[config.mk]
export PLATFORM = sky130hd
export DESIGN_NAME = idma_read_port_merge
export DESIGN_NICKNAME = d
export VERILOG_FILES = /design/src/rtl/idma_read_port_merge.sv
export SDC_FILE = /design/constraint.sdc
export NUM_CORES = 1
export LEC_CHECK = 0
export CORE_MARGIN = 5
export CORE_UTILIZATION = 30
export DETAILED_ROUTE_END_ITERATION = 7
export PLACE_DENSITY_LB_ADDON = 0.15
export SLEW_MARGIN = 20
export SYNTH_ARGS = -nofsm -noshare
export SYNTH_HDL_FRONTEND = slang
export SYNTH_SLANG_ARGS = --single-unit
[constraint.sdc]
create_clock -name clk_i -period 2.91 [get_ports clk_i]
set_input_delay 0.291 -clock clk_i [delete_from_list [all_inputs] [get_ports clk_i]]
set_output_delay 0.291 -clock clk_i [all_outputs]
set_load 0.02 [all_outputs]
[src/rtl/idma_read_port_merge.sv]
// idma_read_port_merge: routes beats from the read port serving the head burst
// into a byte-rotated output stage with per-byte handshake.
module idma_read_port_merge #(
  parameter int NumPorts      = 2,
  parameter int StrbWidth     = 4,
  parameter int NumAxInFlight = 2,
  parameter int LenWidth      = 8
) (
  input  logic                                       clk_i,
  input  logic                                       rst_i,
  input  logic [(NumPorts>1?$clog2(NumPorts):1)-1:0] ar_port_i,
  input  logic [LenWidth-1:0]                        ar_len_i,
  input  logic                                       ar_valid_i,
  output logic                                       ar_ready_o,
  input  logic [NumPorts*StrbWidth*8-1:0]            in_data_i,
  input  logic [NumPorts*StrbWidth-1:0]              in_strb_i,
  input  logic [NumPorts-1:0]                        in_last_i,
  input  logic [NumPorts-1:0]                        in_valid_i,
  output logic [NumPorts-1:0]                        in_ready_o,
  input  logic [$clog2(StrbWidth)-1:0]               shift_i,
  output logic [StrbWidth*8-1:0]                     out_data_o,
  output logic [StrbWidth-1:0]                       out_valid_o,
  input  logic [StrbWidth-1:0]                       out_ready_i,
  output logic                                       busy_o,
  output logic                                       err_o
);
  localparam int PW = NumPorts > 1 ? $clog2(NumPorts) : 1;
  localparam int DW = StrbWidth * 8;
  localparam int D  = NumAxInFlight;
  localparam int AW = D > 1 ? $clog2(D) : 1;
  localparam int CW = $clog2(D + 1);
  logic [PW-1:0]        port_q [D];
  logic [LenWidth-1:0]  len_q [D];
  logic [AW-1:0]        rd_ptr, wr_ptr, rd_nxt;
  logic [CW-1:0]        cnt_q;
  logic [LenWidth-1:0]  beat_cnt;
  logic [DW-1:0]        data_q, sel_data, rot_data;
  logic [StrbWidth-1:0] pend_q, sel_strb, rot_strb;
  logic [PW-1:0]        head_port;
  logic                 empty, full, push, pop, acc, load_ok, sel_last, err_q;

  function automatic logic [AW-1:0] inc(input logic [AW-1:0] p);
    return (p == AW'(D - 1)) ? '0 : p + 1'b1;
  endfunction

  assign empty      = cnt_q == '0;
  assign full       = cnt_q == CW'(D);
  assign push       = ar_valid_i & ~full;
  assign head_port  = port_q[rd_ptr];
  assign rd_nxt     = inc(rd_ptr);
  assign load_ok    = (pend_q & ~out_ready_i) == '0;
  assign acc        = |(in_valid_i & in_ready_o);
  assign pop        = acc & (beat_cnt == '0);
  assign ar_ready_o = ~full;
  assign out_data_o = data_q;
  assign out_valid_o = pend_q;
  assign busy_o     = ~empty | (pend_q != '0);
  assign err_o      = err_q;

  // a single-port instance serves every burst from port 0 whatever ar_port_i said
  always_comb begin
    in_ready_o = '0;
    sel_data   = '0;
    sel_strb   = '0;
    sel_last   = 1'b0;
    for (int p = 0; p < NumPorts; p++)
      if (NumPorts == 1 || int'(head_port) == p) begin
        in_ready_o[p] = ~empty & load_ok;
        sel_data      = in_data_i[p*DW +: DW];
        sel_strb      = in_strb_i[p*StrbWidth +: StrbWidth];
        sel_last      = in_last_i[p];
      end
  end

  always_comb begin
    rot_data = '0;
    rot_strb = '0;
    for (int b = 0; b < StrbWidth; b++) begin
      rot_data[b*8 +: 8] = sel_data[((b + int'(shift_i)) % StrbWidth)*8 +: 8];
      rot_strb[b]        = sel_strb[(b + int'(shift_i)) % StrbWidth];
    end
  end

  always_ff @(posedge clk_i)
    if (push) begin
      port_q[wr_ptr] <= ar_port_i;
      len_q[wr_ptr]  <= ar_len_i;
    end

  // on a pop the counter takes the next head's len; if the queue had one entry
  // that next head is the entry being pushed on this same edge
  always_ff @(posedge clk_i or posedge rst_i)
    if (rst_i) begin
      rd_ptr   <= '0;
      wr_ptr   <= '0;
      cnt_q    <= '0;
      beat_cnt <= '0;
      data_q   <= '0;
      pend_q   <= '0;
      err_q    <= 1'b0;
    end else begin
      if (push) wr_ptr <= inc(wr_ptr);
      if (pop) rd_ptr <= rd_nxt;
      cnt_q <= cnt_q + CW'(push) - CW'(pop);
      if (push & empty) beat_cnt <= ar_len_i;
      else if (acc) beat_cnt <= pop ? (cnt_q > CW'(1) ? len_q[rd_nxt] : push ? ar_len_i : '0) : beat_cnt - 1'b1;
      data_q <= acc ? rot_data : data_q;
      pend_q <= acc ? rot_strb : pend_q & ~out_ready_i;
      err_q  <= err_q | (acc & (sel_last != pop));
    end
endmodule

After elaboration in Yosys (flattened, before gate mapping) --
Memories as Yosys holds them, arrays and structs flattened. Cells that the tools add are included.
Storage, ports and cells: register bits 49, bits in writable memories 18, word-level logic and storage cells 78, memories kept 2
Memories:
- len_q | words 2, width 8, read ports 1, clocked after memory_dff 0, write ports 1, line 33 | logic [LenWidth-1:0] len_q [D];
- port_q | words 2, width 1, read ports 1, clocked after memory_dff 0, write ports 1, line 32 | logic [PW-1:0] port_q [D];
Cells by class: add/subtract/negate cells 8, $lt $le $gt $ge 5, eq/ne operators 2, shift-type cells 4, mux-type cells 26, bitwise operators 15, reductions and logical operators 9
Operators with widths (number):
- 32-bit by 6-bit variable part select with 8-bit output | 4
- 8-bit two-way mux | 5
- 32-bit two-way mux | 1
- 1-bit two-way mux | 14
- 3-bit by 4-bit less-than comparator with 1-bit output, second input constant | 3
- 1-bit binary-select mux with 2-bit select | 4
- 8-bit logical NOT | 1
- 4-bit two-way mux | 2
- 2-bit OR reduction | 4
- 8-bit by 1-bit subtractor with 8-bit output, second input constant | 1
- 1-bit AND | 5
- 2-bit adder, first input constant | 2
- 4-bit AND | 1
- 4-bit logical NOT | 1
- 4-bit inverter | 1
- 4-bit nonzero test | 1
- 1-bit AND, first input constant | 3
- 2-bit by 3-bit less-than comparator with 1-bit output, second input constant | 1
- 1-bit adder, second input constant | 2
- 1-bit by 2-bit adder with 2-bit output, first input constant | 1
- 2-bit by 1-bit adder with 2-bit output | 1
- 2-bit AND | 1
- 2-bit == test, second input constant | 1
- 2-bit by 1-bit > comparator with 1-bit output, second input constant | 1
- other kinds (6) | 8

Depth between registers and ports, before layout --
depth in word-level cells 11, mapped depth 11, mapped depth without buffers 10

Least setup slack after synthesis --
No wires, ideal clock.
path kind register to register, start point reg rd_ptr, end point reg cnt_q[1], library setup time 0.133 ns, arrival 2.160 ns, setup slack 0.617 ns, stages on the path, launching flop included 12, path buffers 2, clock period less this slack 2.293 ns, cells stage by stage dfrtp_1 > buf_4 > mux2i_2 > mux2_4 > nand3_1 > buf_2 > nor2_1 > ha_1 > inv_1 > ha_1 > xnor2_1 > xnor2_1
On the way: word-level cells in the longest chain between the ends 6, elaborated cells between the ends (all ways) 7, those cells by class 1 x add/sub; 2 x mux; 2 x bitwise; 1 x reduce/logical; 1 x memory
RTL lines:
- from (decl) | line 34 | logic [AW-1:0] rd_ptr, wr_ptr, rd_nxt;
- from (signal assigned) | line 103 | if (pop) rd_ptr <= rd_nxt;
- memory read 2 x 1 bit (*)
- 1-bit two-way mux | line 67 | if (NumPorts == 1 || int'(head_port) == p) begin
- 2-bit AND (*) | line 52 | assign acc = |(in_valid_i & in_ready_o);
- 2-bit OR reduction (*) | line 52
- 1-bit AND (*) | line 53 | assign pop = acc & (beat_cnt == '0);
- 2-bit by 1-bit subtractor with 2-bit output (*) | line 104 | cnt_q <= cnt_q + CW'(push) - CW'(pop);
- to (signal assigned) | line 104
- to (decl) | line 35 | logic [CW-1:0] cnt_q;
Mark *: on every way between the ends. The rest lies on a longest branch, timed or not. A chain may end at the register's enable or synchronous reset.

Final worst setup path --
start point reg cnt_q[1], end point out in_ready_o[0]
On the way: word-level cells in the longest chain between the ends 4
RTL lines:
- 2-bit logical NOT | line 46 | assign empty = cnt_q == '0;
- 1-bit inverter | line 68 | in_ready_o[p] = ~empty & load_ok;
- 1-bit AND | line 68
- 1-bit two-way mux | line 67
- to (decl) | line 19 | output logic [NumPorts-1:0] in_ready_o,
No other way between the ends.

==> impl_metrics.yaml <==
worst_setup_path:
  path_class: "reg -> out"
  crit_required_ns: 2.62
  end_kind: "output port"
  critPathLaunchType: "register"
  crit_fanout: 12
  worst_ep_arrival_time_ns: 2.32
floorplan:
  ios: 135
  die_area_sq_um: 15200
  start_util_pct: 30.6
  die_w_um: 123
  die_y_um: 123
  num_rows: 41
  core_area_sq_um: 12600
final_layout:
  mostFrequentLayoutCell: "clkdlybuf4s50_1"
  diodes: 0
  synthToLayoutAreaGrowth_pct: 48.7
  fin_cells: 688
  final_core_util_pct: 45.4
  layout-drive-gt1-share_pct: 7.36
  final_nets: 608
  most-common-layout-cells: "clkdlybuf4s50_1, nor2_1, mux2i_1"
  fin_area_sq_um: 5710
timing:
  period_needed_ns: 2.61
  worst_slack_ns: 0.302
  rsz0062_at_grt: "no"
  worst_pin_slew_ns: 0.785
  hold_viol_final: 0
  fmax_ghz: 0.383
  holdWs_ns: 0.298
  slew_violations: 0
  fin_skew_ns: 0.00852
  setup_viol: 0
  slew_headroom_pct: 47.5
  min_period_over_period_pct: 89.6
  fin_tns_setup_ns: 0
drt:
  post_drt_wl_per_cell_um: 17.0
  top_layer: "met5"
  wl_mm: 11.7
  via_per_inst: 4.91
  dr_wl_met2_mm: 5.58
  postRouteAntennaNets: 0
  drc: 0
  wl_met1_mm: 4.85
  first_pass_iters: 4
  drt_iter0_markers: 155
  wl_met3_um: 999
  vias: 3381
yosys:
  synthAdderAreaFrac_pct: 0.977
  synth-seq-cells: 67
  synthMuxAreaShare_pct: 22.4
  synth_nets: 473
  synth_xor_area_share_pct: 2.05
  synth_top_family_by_area: "multiplexers"
  synth_compound_area_share_pct: 11.1
  ys_types: 44
  syn_area_per_cell_sq_um: 10.2
  yosysWarnings: 0
  ys_seq_area_share_pct: 46.0
  synth-simple-area-share_pct: 14.4
  synth_cells: 376
  syn_area_sq_um: 3840
grt:
  grt_first_pass_wirelength_mm: 18.6
  antenna_found_initial: 1
  grt_max_degree: 50
  grt-ovfl-total: 0
  grt_pass1_vias: 3576
  track_usage_pct: 16.0
worst_hold_path:
  hold_class: "in -> async"
cts:
  holdBufCountCts: 0
  clock_sinks: 67
  clk_pin_slew_ns: 0.05
  clock_path_buffers: 2
  worstSkewPairLatency_ns: 0.33
  cts_resized: 0
  post_cts_buffers: 0
  cts-root-buf: "clkbuf_16"
  cts-htree-levels: 3
  cts-buffers-inserted: 9
  cts_tree: "yes"
place:
  portBuffers: 134
  dp_hpwl_mm: 9.09
  dpl.cell_count: 672
  post-place-ws_ns: 0.452
  place_congestion: 0.817
  placed_area_sq_um: 5400
power_and_ir_drop:
  ir_drop_v: 0.000345
  power.density_nw_per_um2: 1000
  p_leak_nw: 2.36
  power.total_mw: 5.73
run_status:
  outcome: "finished, final reports clean"
run:
  drv_cap: 0
-- cells in the mapped netlist (all sizes together) --
cell / instances / share of area [%]
xor2: 3 / 0.68
a2111oi: 1 / 0.23
a221o: 6 / 1.6
dfrtp: 49 / 32
ha: 3 / 0.98
edfxtp: 18 / 14
or3: 1 / 0.16
a211o: 2 / 0.46
o311ai: 1 / 0.23
a22oi: 3 / 0.59
a41o: 1 / 0.26
nand2: 13 / 1.3
a21o: 1 / 0.20
nor2: 79 / 7.7
o211ai: 1 / 0.20
o22ai: 32 / 5.2
nor4: 2 / 0.33
nand3: 8 / 1.0
o31ai: 1 / 0.20
buf: 12 / 1.7
xnor2: 6 / 1.4
clkbuf: 10 / 0.98
a221oi: 3 / 0.68
mux2: 9 / 2.7
a21oi: 2 / 0.26
and2: 2 / 0.33
o21ai: 3 / 0.39
inv: 5 / 0.49
nor3: 3 / 0.52
a31oi: 4 / 0.65
nand4: 2 / 0.33
nor4b: 1 / 0.23
or4: 1 / 0.20
nand2b: 1 / 0.16
nor3b: 2 / 0.39
mux2i: 75 / 20
nand4b: 1 / 0.23
and3: 4 / 0.65
nor2b: 5 / 0.81
-- cell type report --
class,instances,area [sq um]
clock inverter,6,80.1
inverter,5,18.8
clock buffer,10,229
tap,172,215
timing repair buffer,146,1440
multi-input combinational,282,1960
fill,1202,6860
sequential,67,1770
-- report_power, final --
| group | switching (mW) | internal, mW |
|---|---|---|
| clock | 0.405 | 0.743 |
| sequential | 0.272 | 1.37 |
| combinational | 1.59 | 1.35 |
-- worst paths after layout --
kind                                   to  slack, ns        start  cells after the start
setup / recovery            in_ready_o[0]       0.30     cnt_q[1]                      4
hold / removal             out_data_o[15]       0.30        rst_i                      3
setup reg to reg                 cnt_q[1]       0.42  beat_cnt[0]                     10
hold reg to reg                     err_o       0.45        err_o                      1
max in group asynchronous  out_data_o[23]       2.34        rst_i                      3
min in group clk_i                  err_o       0.45        err_o                      1
-- flip-flops by register name, summed over array words and instances, names as in the netlist --
name	cells
wr_ptr	1
port_q	2
beat_cnt	8
rd_ptr	1
len_q	16
cnt_q	2
err_o	1
out_valid_o	4
out_data_o	32
-- metal layers --
| metal | vias up | global-route usage (%) |
|---|---|---|
| li1 | 1658 | - |
| met1 | 1596 | 18.9 |
| met2 | 103 | 26.6 |
| met3 | 22 | 6.54 |
| met4 | 2 | 5.19 |
| met5 | - | 0 |
-- cells by family (layout without fill, tap and decap cells) --
family / Yosys count / in the layout
multiplexers: 84 / 84
adder cells (fa/ha/maj): 3 / 3
XOR/XNOR: 9 / 9
AO/OA/AOI/OAI: 61 / 61
flip-flops: 67 / 67
buffers and inverters: 27 / 167
AND/OR/NAND/NOR: 125 / 125
-- worst max-delay path, stage by stage, from the launching register on --
cell             delay (ns)
dfrtp_1                0.58
nor2_1                 0.19
nor3_2                 0.39
and3_1                 0.22
clkdlybuf4s50_1        0.61
(Power assumes the default switching activity.)
